--- config.mk ---
export PLATFORM = sky130hd
export DESIGN_NAME = error_recovery_ctrl
export DESIGN_NICKNAME = d
export VERILOG_FILES = /design/src/rtl/error_recovery_ctrl.sv
export SDC_FILE = /design/constraint.sdc
export NUM_CORES = 1
export LEC_CHECK = 0
export ABC_CLOCK_PERIOD_IN_PS = 2700
export BUFFER_PORTS_ARGS = -buffer_cell sky130_fd_sc_hd__buf_2
export CAP_MARGIN = 5
export CORE_MARGIN = 2
export CORE_UTILIZATION = 25
export CTS_CLUSTER_SIZE = 20
export DETAILED_ROUTE_END_ITERATION = 16
export PLACE_DENSITY_LB_ADDON = 0.3
export SLEW_MARGIN = 20
export SYNTH_ARGS = -nofsm -noshare
export SYNTH_HDL_FRONTEND = slang
export SYNTH_SLANG_ARGS = --single-unit
export TNS_END_PERCENT = 1
--- constraint.sdc ---
create_clock -name clk -period 2.7 [get_ports clk]
set_input_delay 0.54 -clock clk [delete_from_list [all_inputs] [get_ports clk]]
set_output_delay 0.54 -clock clk [all_outputs]
set_load 0.005 [all_outputs]
--- src/rtl/error_recovery_ctrl.sv ---
// Pipeline error recovery: flush, replay from the last good PC, then watch for a quiet
// period; repeated or unflushable errors escalate to a sticky fatal state.
module error_recovery_ctrl #(
   parameter int unsigned MAX_RETRY     = 3,
   parameter int unsigned FLUSH_TIMEOUT = 64,
   parameter int unsigned QUIET_COMMITS = 16
) (
   input  logic        clk,
   input  logic        nrst,
   input  logic        error_in,
   input  logic [7:0]  error_src,
   input  logic        commit_valid,
   input  logic [31:0] commit_pc,
   input  logic        flush_ack,
   input  logic        clear_fatal,
   output logic        flush_req,
   output logic        stall_fetch,
   output logic        replay_req,
   output logic [31:0] replay_pc,
   output logic        fatal_irq,
   output logic [1:0]  retry_cnt,
   output logic [7:0]  err_log,
   output logic [2:0]  state_o
);

   localparam int unsigned TW = (FLUSH_TIMEOUT > 1) ? $clog2(FLUSH_TIMEOUT) : 1;
   localparam int unsigned QW = (QUIET_COMMITS > 1) ? $clog2(QUIET_COMMITS + 1) : 1;

   typedef enum logic [2:0] {
      StIdle    = 3'd0,
      StFlush   = 3'd1,
      StReplay  = 3'd2,
      StMonitor = 3'd3,
      StFatal   = 3'd4
   } state_e;

   state_e        state_q;
   logic [31:0]   last_good_pc_q;
   logic [TW-1:0] tmo_cnt_q;
   logic [QW-1:0] quiet_cnt_q;
   logic          retry_avail;

   assign retry_avail = 32'(retry_cnt) < MAX_RETRY;
   assign state_o     = state_q;

   always_ff @(posedge clk or negedge nrst) begin
      if (!nrst) begin
         state_q        <= StIdle;
         last_good_pc_q <= '0;
         tmo_cnt_q      <= '0;
         quiet_cnt_q    <= '0;
         flush_req      <= 1'b0;
         stall_fetch    <= 1'b0;
         replay_req     <= 1'b0;
         replay_pc      <= '0;
         fatal_irq      <= 1'b0;
         retry_cnt      <= '0;
         err_log        <= '0;
      end else begin
         // Sticky error history; a fatal clear below overrides this.
         if (error_in) err_log <= err_log | error_src;

         unique case (state_q)
            StIdle, StMonitor: begin
               // A commit retiring alongside the error still counts as good.
               if (commit_valid) last_good_pc_q <= commit_pc;
               if (error_in) begin
                  stall_fetch <= 1'b1;
                  if (retry_avail) begin
                     retry_cnt <= retry_cnt + 2'd1;
                     state_q   <= StFlush;
                     flush_req <= 1'b1;
                     tmo_cnt_q <= '0;
                  end else begin
                     state_q   <= StFatal;
                     fatal_irq <= 1'b1;
                  end
               end else if (state_q == StMonitor && commit_valid) begin
                  if (quiet_cnt_q == QW'(QUIET_COMMITS - 1)) begin
                     state_q     <= StIdle;
                     retry_cnt   <= '0;
                     quiet_cnt_q <= '0;
                  end else begin
                     quiet_cnt_q <= quiet_cnt_q + 1'b1;
                  end
               end
            end
            StFlush: begin
               // flush_ack wins over a simultaneous timeout expiry.
               if (flush_ack) begin
                  state_q    <= StReplay;
                  flush_req  <= 1'b0;
                  replay_req <= 1'b1;
                  replay_pc  <= last_good_pc_q + 32'd4;
               end else if (tmo_cnt_q == TW'(FLUSH_TIMEOUT - 1)) begin
                  state_q   <= StFatal;
                  flush_req <= 1'b0;
                  fatal_irq <= 1'b1;
               end else begin
                  tmo_cnt_q <= tmo_cnt_q + 1'b1;
               end
            end
            StReplay: begin
               state_q     <= StMonitor;
               replay_req  <= 1'b0;
               stall_fetch <= 1'b0;
               quiet_cnt_q <= '0;
            end
            StFatal: begin
               if (clear_fatal) begin
                  state_q     <= StIdle;
                  fatal_irq   <= 1'b0;
                  stall_fetch <= 1'b0;
                  retry_cnt   <= '0;
                  err_log     <= '0;
               end
            end
            default: begin
               state_q     <= StIdle;
               flush_req   <= 1'b0;
               stall_fetch <= 1'b0;
               replay_req  <= 1'b0;
               fatal_irq   <= 1'b0;
            end
         endcase
      end
   end

endmodule

==> out/metrics.cfg, run 1 <==
[run_status]
outcome=finished clean

[logic_synthesis]
synth_area_leaders=dfrtp_1 52%, mux2_2 8.1%, nand2_1 3.8%, o21ai_0 3.1%, nor2_1 2.5%
synth_flop_cell=dfrtp_1
netlist_area_sq_mm=0.00443
synthArstFlopShare_pct=100
syn_area_per_cell_sq_um=10.5
yosysSeqAreaShare_pct=52.0
ys_types=57
ys_warn_count=0
ys_top_cells_by_count=92 x dfrtp_1, 45 x nand2_1, 32 x mux2_2, 30 x nor2_1, 27 x o21ai_0
synth_most_common_cell=dfrtp_1
syn_nets=473
synth_top_cell_area_share_pct=52.0
post-synth-top-area-cell=dfrtp_1
synth_seq_cells=92
synthCells=423
synth_edf_count=0

[critical_path]
critPathSlowestCell=or4_1
worstPathRequired_ns=2.97
critPathKind=flip-flop to flip-flop
critPathMaxFanout=9
crit_chain=ha_1 -> and3_1 -> nand4_4 -> or4_1 -> a31oi_1
cp.arrival_ns=2.39
cpPeakStageDelay_ns=0.55
r2r_cells=5
end_kind=flip-flop
start_kind=flip-flop

[detailed_routing]
wl_per_cell_microns=15.2
vias_per_cell=4.78
ant_nets=0
wirelength_microns=11300
first_iter_violations=208
drc=0
vias=3549
first_pass_iters=4

[timing]
finalClockSkew_ns=0.00918
holdWs_ns=0.196
tns_ns=0
final.period_utilization_pct=78.5
max_slew.worst_pin.slew_ns=0.614
drv_slew=0
fmax_mhz=472
setup_viol=0
max-slew-margin-rel_pct=59.0
hold_violations=0
min_period_ns=2.12
rsz0062_at_grt=false

[die]
ios=95
core_sq_mm=0.0173
fp.dieW_microns=137
die_h_microns=137
dieArea_sq_mm=0.0188
initial_core_util_pct=25.6
rows=48

[grt]
grt_use_total_pct=12.2
grt_max_degree=48
grt_pass1_vias=3414
grt_pass1_wl_microns=17800
grt_overflow=0
antenna_found_initial=0

[clocking]
cts_sinks=92
post_cts_buffers=0
path_clk_slew_ns=0.07
post_cts_resized=0
cts_made_buffers=9
clock_latency_ns=0.34
cts_root_buf=clkbuf_16
cts_buffer_depth=2
cts_hold_buf=0
cts_tree=yes
h-tree-depth=3

[hold_path]
hp-class=primary input to asynchronous set/reset pin

[placed_design]
routabilityCongestion=0.787
place.port_buffers=94
dp_hpwl_microns=8130

[power]
ir_drop_mv=0.358
p_leak_nw=2.33
power_density_mw_per_mm2=1170

[job]
maxCapViolCount=0

[final_layout]
final_layout_size_suffix_gt1_share_pct=30.5
area_growth_pct=23.4
num-nets-final=563
diodes=0

## cell usage in the layout (no fill, tap or decap), types with 2 or more instances in the layout
master / n
dfrtp_1: 92
nor4_1: 2
nand2b_1: 3
nand3b_1: 2
a21oi_1: 13
mux2_2: 32
nand4_1: 6
o211ai_1: 2
nand2_1: 45
clkbuf_16: 9
o31ai_1: 11
xnor2_1: 5
nor2b_1: 7
nor3b_1: 2
buf_2: 93
clkinv_4: 2
a22o_1: 3
nor3_1: 3
inv_1: 7
xor2_1: 8
nor2_1: 30
buf_4: 9
a21o_1: 3
o21ai_0: 27
and4_1: 3
a31oi_1: 17
bufinv_16: 2
ha_1: 4
or4_1: 14
and3_1: 8
nand3_1: 18
or3_1: 6
o22ai_1: 3
## critical path: cells and delay by family, from the launching register on
family,cells,cell delay [ns]
DFF,1,0.43
and+or+nand+nor,3,1.21
AOI/OAI and AO/OA,1,0.18
adders and majority gates,1,0.23
## final cells by class
type	instances	area (sq um)
multi-input cells	301	2000
repair buffers	102	533
flip-flops and latches	92	2300
well taps	225	282
clock buffers	9	225
fillers	1792	11800
inverters	7	26.3
clock inverters	7	98.8
## registers in the layout, summed over array words and instances, names as in the netlist
name	flops
last_good_pc_q	32
replay_pc	32
err_log	8
tmo_cnt_q	6
quiet_cnt_q	5
state_o	3
retry_cnt	2
fatal_irq	1
flush_req	1
replay_req	1
stall_fetch	1
## metal layers
| layer | GRT usage [%] | up-vias | part of all wire, % |
|---|---|---|---|
| li1 | - | 1731 | - |
| met1 | 16.5 | 1728 | 46 |
| met2 | 19.3 | 79 | 48 |
| met3 | 2.48 | 11 | 4.2 |
| met4 | 4.52 | 0 | 1.8 |
| met5 | 0 | - | 0 |
## logic make-up (layout without fill, tap and decap cells)
group                    Yosys count  after routing  synth area share (%)
flip-flops                        92             92                  52.0
AND/OR/NAND/NOR                  159            159                  19.4
XOR/XNOR                          13             13                  2.57
buffers and inverters             30            125                  3.02
multiplexers                      33             33                  8.36
AO/OA/AOI/OAI                     92             92                  13.5
adder cells (fa/ha/maj)            4              4                  1.13
## metrics by stage
stage	instance area, sq um	power (mW)	utilization, %	setup WS, ns	cells
5_1_grt	5470	6.89	31.6	0.451	743
2_1_floorplan	4430	4.14	-	0.862	423
6_report	5470	6.38	31.6	0.579	743
3_5_place_dp	5140	5.05	29.7	0.586	727
3_3_place_gp	5140	4.96	29.7	0.657	727
4_1_cts	5470	6.47	31.6	0.568	743
## path summary, 6_finish.rpt
check / startpoint / to / slack (ns)
max: last_good_pc_q[2] / replay_pc[22] / 0.58
min: nrst / last_good_pc_q[7] / 0.20
max reg2reg: last_good_pc_q[2] / replay_pc[22] / 0.58
min reg2reg: last_good_pc_q[1] / replay_pc[1] / 0.47
max in group asynchronous: nrst / replay_pc[19] / 1.74
min in group clk: commit_pc[29] / last_good_pc_q[29] / 0.43
## power breakdown
part           leakage [nW]  internal, mW  switching (mW)
Clock                 0.156         0.817           0.570
Combinational          1.10          1.16            1.18
Sequential             1.07          2.02           0.638
(Power assumes the default switching activity.)
==> run 2: changes to the inputs <==
Settings changed: ABC_AREA set to 1, ABC_CLOCK_PERIOD_IN_PS 2700 to 2100.
Clock period 2.7 ns to 2.1 ns, I/O delays scaled along.
==> run 2 against run 1 <==
- sequential power grew 22%
- register-to-register slack got worse by 0.22 ns
- critical path depth increased by 3
- first-iteration DRC count fell by 13%
- synthesized area increased by 5.3%
- clock skew fell by 0.0038 ns
- total power is 32% higher
- combinational power increased by 43%
- highest routed layer unchanged
- clock power up 35%
- design area is 5.3% higher
- cell count up 24%
- sequential share of layout area down 2.1 points
==> out/metrics.cfg, run 2 <==
[logic_synthesis]
muxShareOfSynthArea_pct=4.43  ; was 8.36%
post-synth-top-area-cell=dfrtp_1  ; unchanged
synthArstFlopShare_pct=100  ; unchanged
syn_area_per_cell_sq_um=7.92  ; was 10.5 sq um
synth_seq_cells=92  ; unchanged
synth_fa_ha_area_share_pct=1.07  ; was 1.13%
ys_top_cells_by_count=202 x nand2_1, 92 x dfrtp_1, 69 x nor2_1, 66 x inv_1, 36 x nand3_1  ; was 92 x dfrtp_1, 45 x nand2_1, 32 x mux2_2, 30 x nor2_1, 27 x o21ai_0
synth_top_cell_area_share_pct=49.4  ; was 52.0%
synth_top_family_by_area=simple AND/OR/NAND/NOR gates  ; unchanged
synthCells=589  ; was 423
netlist_area_sq_mm=0.00466  ; was 0.00443 sq mm
synth_compound_area_share_pct=6.55  ; was 13.5%
yosysSeqAreaShare_pct=49.4  ; was 52.0%
synth_edf_count=0  ; unchanged
synth_flop_cell=dfrtp_1  ; unchanged
syn_nets=639  ; was 473
synthSimpleGateAreaFrac_pct=28.7  ; was 19.4%
synth_xor_area_share_pct=2.82  ; was 2.57%
synth_most_common_cell=nand2_1  ; was dfrtp_1
synth_area_leaders=dfrtp_1 49%, nand2_1 16%, nor2_1 5.6%, inv_1 5.3%, mux2_4 4.2%  ; was dfrtp_1 52%, mux2_2 8.1%, nand2_1 3.8%, o21ai_0 3.1%, nor2_1 2.5%
ys_warn_count=0  ; unchanged
ys_types=28  ; was 57

[critical_path]
end_kind=flip-flop  ; unchanged
reg2reg_slack_ns=0.36  ; was 0.58 ns
cp.arrival_ns=1.98  ; was 2.39 ns
start_kind=flip-flop  ; unchanged
critPathKind=flip-flop to flip-flop  ; unchanged
critPathMaxFanout=4  ; was 9
worstPathRequired_ns=2.34  ; was 2.97 ns

[placed_design]
dp_cells=906  ; was 727
placed_area_sq_mm=0.00541  ; was 0.00514 sq mm
dp_hpwl_microns=9140  ; was 8130 microns
post-place-ws_ns=0.350  ; was 0.586 ns
routabilityCongestion=0.841  ; was 0.787
place.port_buffers=94  ; unchanged

[detailed_routing]
first_iter_violations=181  ; was 208
drc=0  ; unchanged
wl_per_cell_microns=13.2  ; was 15.2 microns
first_pass_iters=5  ; was 4
vias=3864  ; was 3549
vias_per_cell=4.19  ; was 4.78
wirelength_microns=12200  ; was 11300 microns
ant_nets=0  ; unchanged

[timing]
hold_violations=0  ; unchanged
holdWs_ns=0.0560  ; was 0.196 ns
min_period_ns=1.74  ; was 2.12 ns
fmax_mhz=573  ; was 472 MHz
finalClockSkew_ns=0.00534  ; was 0.00918 ns
drv_slew=0  ; unchanged
setup_slack_ns=0.356  ; was 0.579 ns
max_slew.worst_pin.slew_ns=0.730  ; was 0.614 ns
max-slew-margin-rel_pct=51.3  ; was 59.0%
rsz0062_at_grt=false  ; unchanged
setup_viol=0  ; unchanged
final.period_utilization_pct=83.0  ; was 78.5%
tns_ns=0  ; unchanged

[clocking]
cts_hold_buf=0  ; unchanged
cts_tree=yes  ; unchanged
post_cts_resized=0  ; unchanged
clock_latency_ns=0.35  ; was 0.34 ns
cts_sinks=92  ; unchanged
post_cts_buffers=0  ; unchanged
cts_root_buf=clkbuf_16  ; unchanged
path_clk_slew_ns=0.06  ; was 0.07 ns
cts_buffer_depth=2  ; unchanged
cts_made_buffers=9  ; unchanged
h-tree-depth=3  ; unchanged

[final_layout]
reg.largest.list=last_good_pc_q: 32 flops, replay_pc: 32 flops, err_log: 8 flops  ; unchanged
num-nets-final=738  ; was 563
final_cell_mix=202 x nand2_1, 93 x buf_2, 92 x dfrtp_1, 69 x nor2_1, 66 x inv_1  ; was 93 x buf_2, 92 x dfrtp_1, 45 x nand2_1, 32 x mux2_2, 30 x nor2_1
finalNonFillerCells=923  ; was 743
design_area_sq_mm=0.00576  ; was 0.00547 sq mm
final_layout_size_suffix_gt1_share_pct=20.3  ; was 30.5%
mostFrequentLayoutCell=nand2_1  ; was buf_2
area_growth_pct=23.5  ; was 23.4%

[grt]
grt_overflow=0  ; unchanged
grt_use_total_pct=13.0  ; was 12.2%
antenna_found_initial=1  ; was 0
grt_pass1_wl_microns=20000  ; was 17800 microns
grt_max_degree=44  ; was 48
grt_pass1_vias=3723  ; was 3414

[die]
die_h_microns=141  ; was 137 microns
core_sq_mm=0.0181  ; was 0.0173 sq mm
rows=49  ; was 48
ios=95  ; unchanged
initial_core_util_pct=25.7  ; was 25.6%
dieArea_sq_mm=0.0198  ; was 0.0188 sq mm
fp.dieW_microns=141  ; was 137 microns

[power]
pwr-share-clk_pct=22.1  ; was 21.7%
p_switching_mw=3.30  ; was 2.39 mW
power.internal_mw=5.15  ; was 4.00 mW
p_sw_share_pct=39.1  ; was 37.4%
pwr-share-seq_pct=38.3  ; was 41.6%
ir_drop_mv=0.739  ; was 0.358 mV
power_density_mw_per_mm2=1470  ; was 1170 mW/mm^2
p_leak_nw=3.01  ; was 2.33 nW
share_comb_of_total_power_pct=39.6  ; was 36.7%

[job]
maxCapViolCount=0  ; unchanged

[run_status]
outcome=finished clean  ; unchanged

[hold_path]
hp-class=primary input to asynchronous set/reset pin  ; unchanged

[run 2: cell types whose count changed after synthesis, moves of 10 or more]
cell and delta:
a21oi_1 +10, a31oi_1 -16, clkbuf_1 -10, inv_1 +59, mux2_2 -31, mux2_4 +13, nand2_1 +157, nand3_1 +18
nor2_1 +39, o31ai_1 -11, or4_1 -14
[run 2: cell type report]
class | count | area (sq um)
well taps | 229 | 287
multi-input cells | 418 | 2030
flip-flops and latches | 92 | 2300
diodes | 1 | 2.50
inverters | 67 | 251
fillers | 1939 | 12400
repair buffers | 100 | 543
clock inverters | 6 | 111
clock buffers | 10 | 229
[run 2: through the flow]
step | total power, mW | util (%)
final | 8.45 | 31.7
after detailed placement | 6.66 | 29.8
after floorplan | 5.46 | -
after global placement | 6.64 | 29.8
after CTS | 8.58 | 31.7
after global routing | 9.20 | 31.7
[run 2: cell families (layout without fill, tap and decap cells)]
group / count (synthesis) / count (layout)
other: 0 / 1
xor gates and xnor gates: 15 / 15
AOI/OAI and AO/OA: 60 / 60
muxes: 14 / 14
DFF: 92 / 92
buffers and inverters: 79 / 183
and+or+nand+nor: 325 / 325
adders and majority gates: 4 / 4
[run 2: metal layers]
layer | vias to the layer above | global-route usage (%) | wire length (microns)
met5 | - | 0 | 0
met4 | 0 | 2.68 | 86
met3 | 6 | 4.89 | 821
met2 | 88 | 20.0 | 5380
met1 | 1729 | 17.5 | 5880
li1 | 2041 | - | -
[run 2: critical path, stage by stage, from the launching register on]
cell and delay [ns]:
dfrtp_1 0.39, ha_1 0.23, nand3_1 0.15, nor2_1 0.25, nand3_1 0.26, nor2_1 0.15, nand2_1 0.06, nand3_1 0.09
nand2_1 0.06
[run 2: power by group through the flow]
stage                     Sequential, mW  Clock [mW]  Combinational (mW)
final                               3.23        1.87                3.35
after global routing                3.35        2.00                3.86
after CTS                           3.23        1.93                3.42
after detailed placement            3.26           0                3.40
after global placement              3.26           0                3.38
after floorplan                     3.16           0                2.31
[run 2: path summary, 6_finish.rpt]
path	start	to	cells past startpoint
setup / recovery	last_good_pc_q[2]	replay_pc[24]	8
hold reg to reg	replay_pc[3]	replay_pc[3]	2
min in group clk	commit_pc[10]	last_good_pc_q[10]	2
max in group asynchronous	nrst	state_o[0]	2
setup reg to reg	last_good_pc_q[2]	replay_pc[24]	8
hold / removal	nrst	replay_pc[1]	1
==> run 3: changes to the inputs <==
Settings changed: ABC_CLOCK_PERIOD_IN_PS 2100 to 1640.
Clock period 2.1 ns to 1.64 ns, I/O delays scaled along.
==> run 3 against run 2 <==
- via count up 3.6%
- critical path depth rose by 1
- non-clock buffer count increased by 15
==> out/metrics.cfg, run 3 (synthesis gave the netlist of run 2 again) <==
[timing]
finalClockSkew_ns=0.00914  ; was 0.00534 ns
tns_ns=0  ; unchanged
drv_slew=0  ; unchanged
setup_viol=0  ; unchanged
fmax_mhz=659  ; was 573 MHz
hold_violations=0  ; unchanged
final.period_utilization_pct=92.6  ; was 83.0%
setup_slack_ns=0.122  ; was 0.356 ns
min_period_ns=1.52  ; was 1.74 ns
max-slew-margin-rel_pct=74.2  ; was 51.3%
rsz0062_at_grt=true  ; was false
holdWs_ns=0.203  ; was 0.0560 ns
max_slew.worst_pin.slew_ns=0.386  ; was 0.730 ns

[critical_path]
start_kind=flip-flop  ; unchanged
cp.arrival_ns=1.76  ; was 1.98 ns
critPathKind=flip-flop to flip-flop  ; unchanged
worstPathRequired_ns=1.88  ; was 2.34 ns
r2r_cells=9  ; was 8
end_kind=flip-flop  ; unchanged
critPathMaxFanout=4  ; unchanged

[detailed_routing]
vias=4004  ; was 3864
vias_per_cell=4.28  ; was 4.19
ant_nets=0  ; unchanged
first_pass_iters=6  ; was 5
first_iter_violations=164  ; was 181
wirelength_microns=12700  ; was 12200 microns
wl_per_cell_microns=13.6  ; was 13.2 microns
drc=0  ; unchanged

[final_layout]
final_layout_size_suffix_gt1_share_pct=23.6  ; was 20.3%
design_area_sq_mm=0.00590  ; was 0.00576 sq mm
final_cell_mix=199 x nand2_1, 93 x buf_2, 90 x dfrtp_1, 65 x inv_1, 65 x nor2_1  ; was 202 x nand2_1, 93 x buf_2, 92 x dfrtp_1, 69 x nor2_1, 66 x inv_1
finish.utilization_pct=32.5  ; was 31.7%
diodes=0  ; was 1
area_growth_pct=26.5  ; was 23.5%
num-nets-final=753  ; was 738
mostFrequentLayoutCell=nand2_1  ; unchanged
reg.largest.list=last_good_pc_q: 32 flops, replay_pc: 32 flops, err_log: 8 flops  ; unchanged

[power]
p_leak_nw=3.07  ; was 3.01 nW
ir_drop_mv=0.682  ; was 0.739 mV
power_density_mw_per_mm2=1860  ; was 1470 mW/mm^2

[grt]
grt_pass1_vias=3954  ; was 3723
grt_max_degree=44  ; unchanged
antenna_found_initial=1  ; unchanged
grt_overflow=0  ; unchanged
grt_use_total_pct=13.5  ; was 13.0%
grt_pass1_wl_microns=20600  ; was 20000 microns

[die]
die_h_microns=141  ; unchanged
fp.dieW_microns=141  ; unchanged
initial_core_util_pct=25.7  ; unchanged
core_sq_mm=0.0181  ; unchanged
ios=95  ; unchanged
rows=49  ; unchanged
dieArea_sq_mm=0.0198  ; unchanged

[run_status]
outcome=finished clean  ; unchanged

[clocking]
clock_latency_ns=0.35  ; about the same
cts_sinks=92  ; unchanged
cts_buffer_depth=2  ; unchanged
cts_tree=yes  ; unchanged
path_clk_slew_ns=0.07  ; was 0.06 ns
h-tree-depth=3  ; unchanged
cts_root_buf=clkbuf_16  ; unchanged
cts_made_buffers=9  ; unchanged

[hold_path]
hold_depth=2
hp-class=primary input to flip-flop  ; was primary input to asynchronous set/reset pin

[placed_design]
placed_area_sq_mm=0.00555  ; was 0.00541 sq mm
place.port_buffers=94  ; unchanged
dp_hpwl_microns=9370  ; was 9140 microns
post-place-ws_ns=0.0560  ; was 0.350 ns
routabilityCongestion=0.867  ; was 0.841

[job]
maxCapViolCount=0  ; unchanged

run 3: worst max-delay path: stages (launching register included):
cell and delay, ns:
dfrtp_1 0.42, nand2_1 0.17, nor2_1 0.21, nand2_1 0.12, nor2_1 0.20, nand2_1 0.07
nand2_1 0.06, nand2_1 0.05, nand2_1 0.05, nand2_1 0.05
run 3: final timing paths:
path,startpoint,to,slack (ns)
max,last_good_pc_q[9],replay_pc[25],0.12
min,commit_pc[13],last_good_pc_q[13],0.20
max reg2reg,last_good_pc_q[9],replay_pc[25],0.12
min reg2reg,replay_pc[3],replay_pc[3],0.48
max in group asynchronous,nrst,last_good_pc_q[24],0.68
min in group asynchronous,nrst,replay_pc[7],0.41
run 3: cell type report:
class	instances	area [sq um]
sequential	92	2300
fill	1939	12300
clock inverter	6	62.6
tap	229	287
clock buffer	9	225
inverter	67	251
multi-input combinational	418	2070
timing repair buffer	115	696
run 3: stage by stage:
step	std cells	power, mW
2_1_floorplan	589	7.00
3_3_place_gp	919	8.80
3_5_place_dp	919	8.85
4_1_cts	935	11.0
5_1_grt	936	12.0
6_report	936	11.0
run 3: repair_timing:
item / 4_1_cts / 5_1_grt
setup buffers: 0 / 1
hold endpoints to repair: 19 / 0
gates resized for setup: 0 / 15
hold buffers: 1 / 0
setup endpoints to repair: 0 / 41
run 3: power by group:
part	switching, mW	total [mW]	internal, mW
registers	0.829	4.13	3.30
logic	2.67	4.74	2.06
clock network	0.926	2.10	1.18
total	4.43	11.0	6.54
run 3: per-layer routing:
metal  track usage [%]  vias to the layer above  share of wire, %
met3              5.13                       11               6.6
met4              3.63                        2               1.2
met1              17.4                     1819                48
met2              21.4                      101                45
met5                 0                        -             0.094
li1                  -                     2071                 -
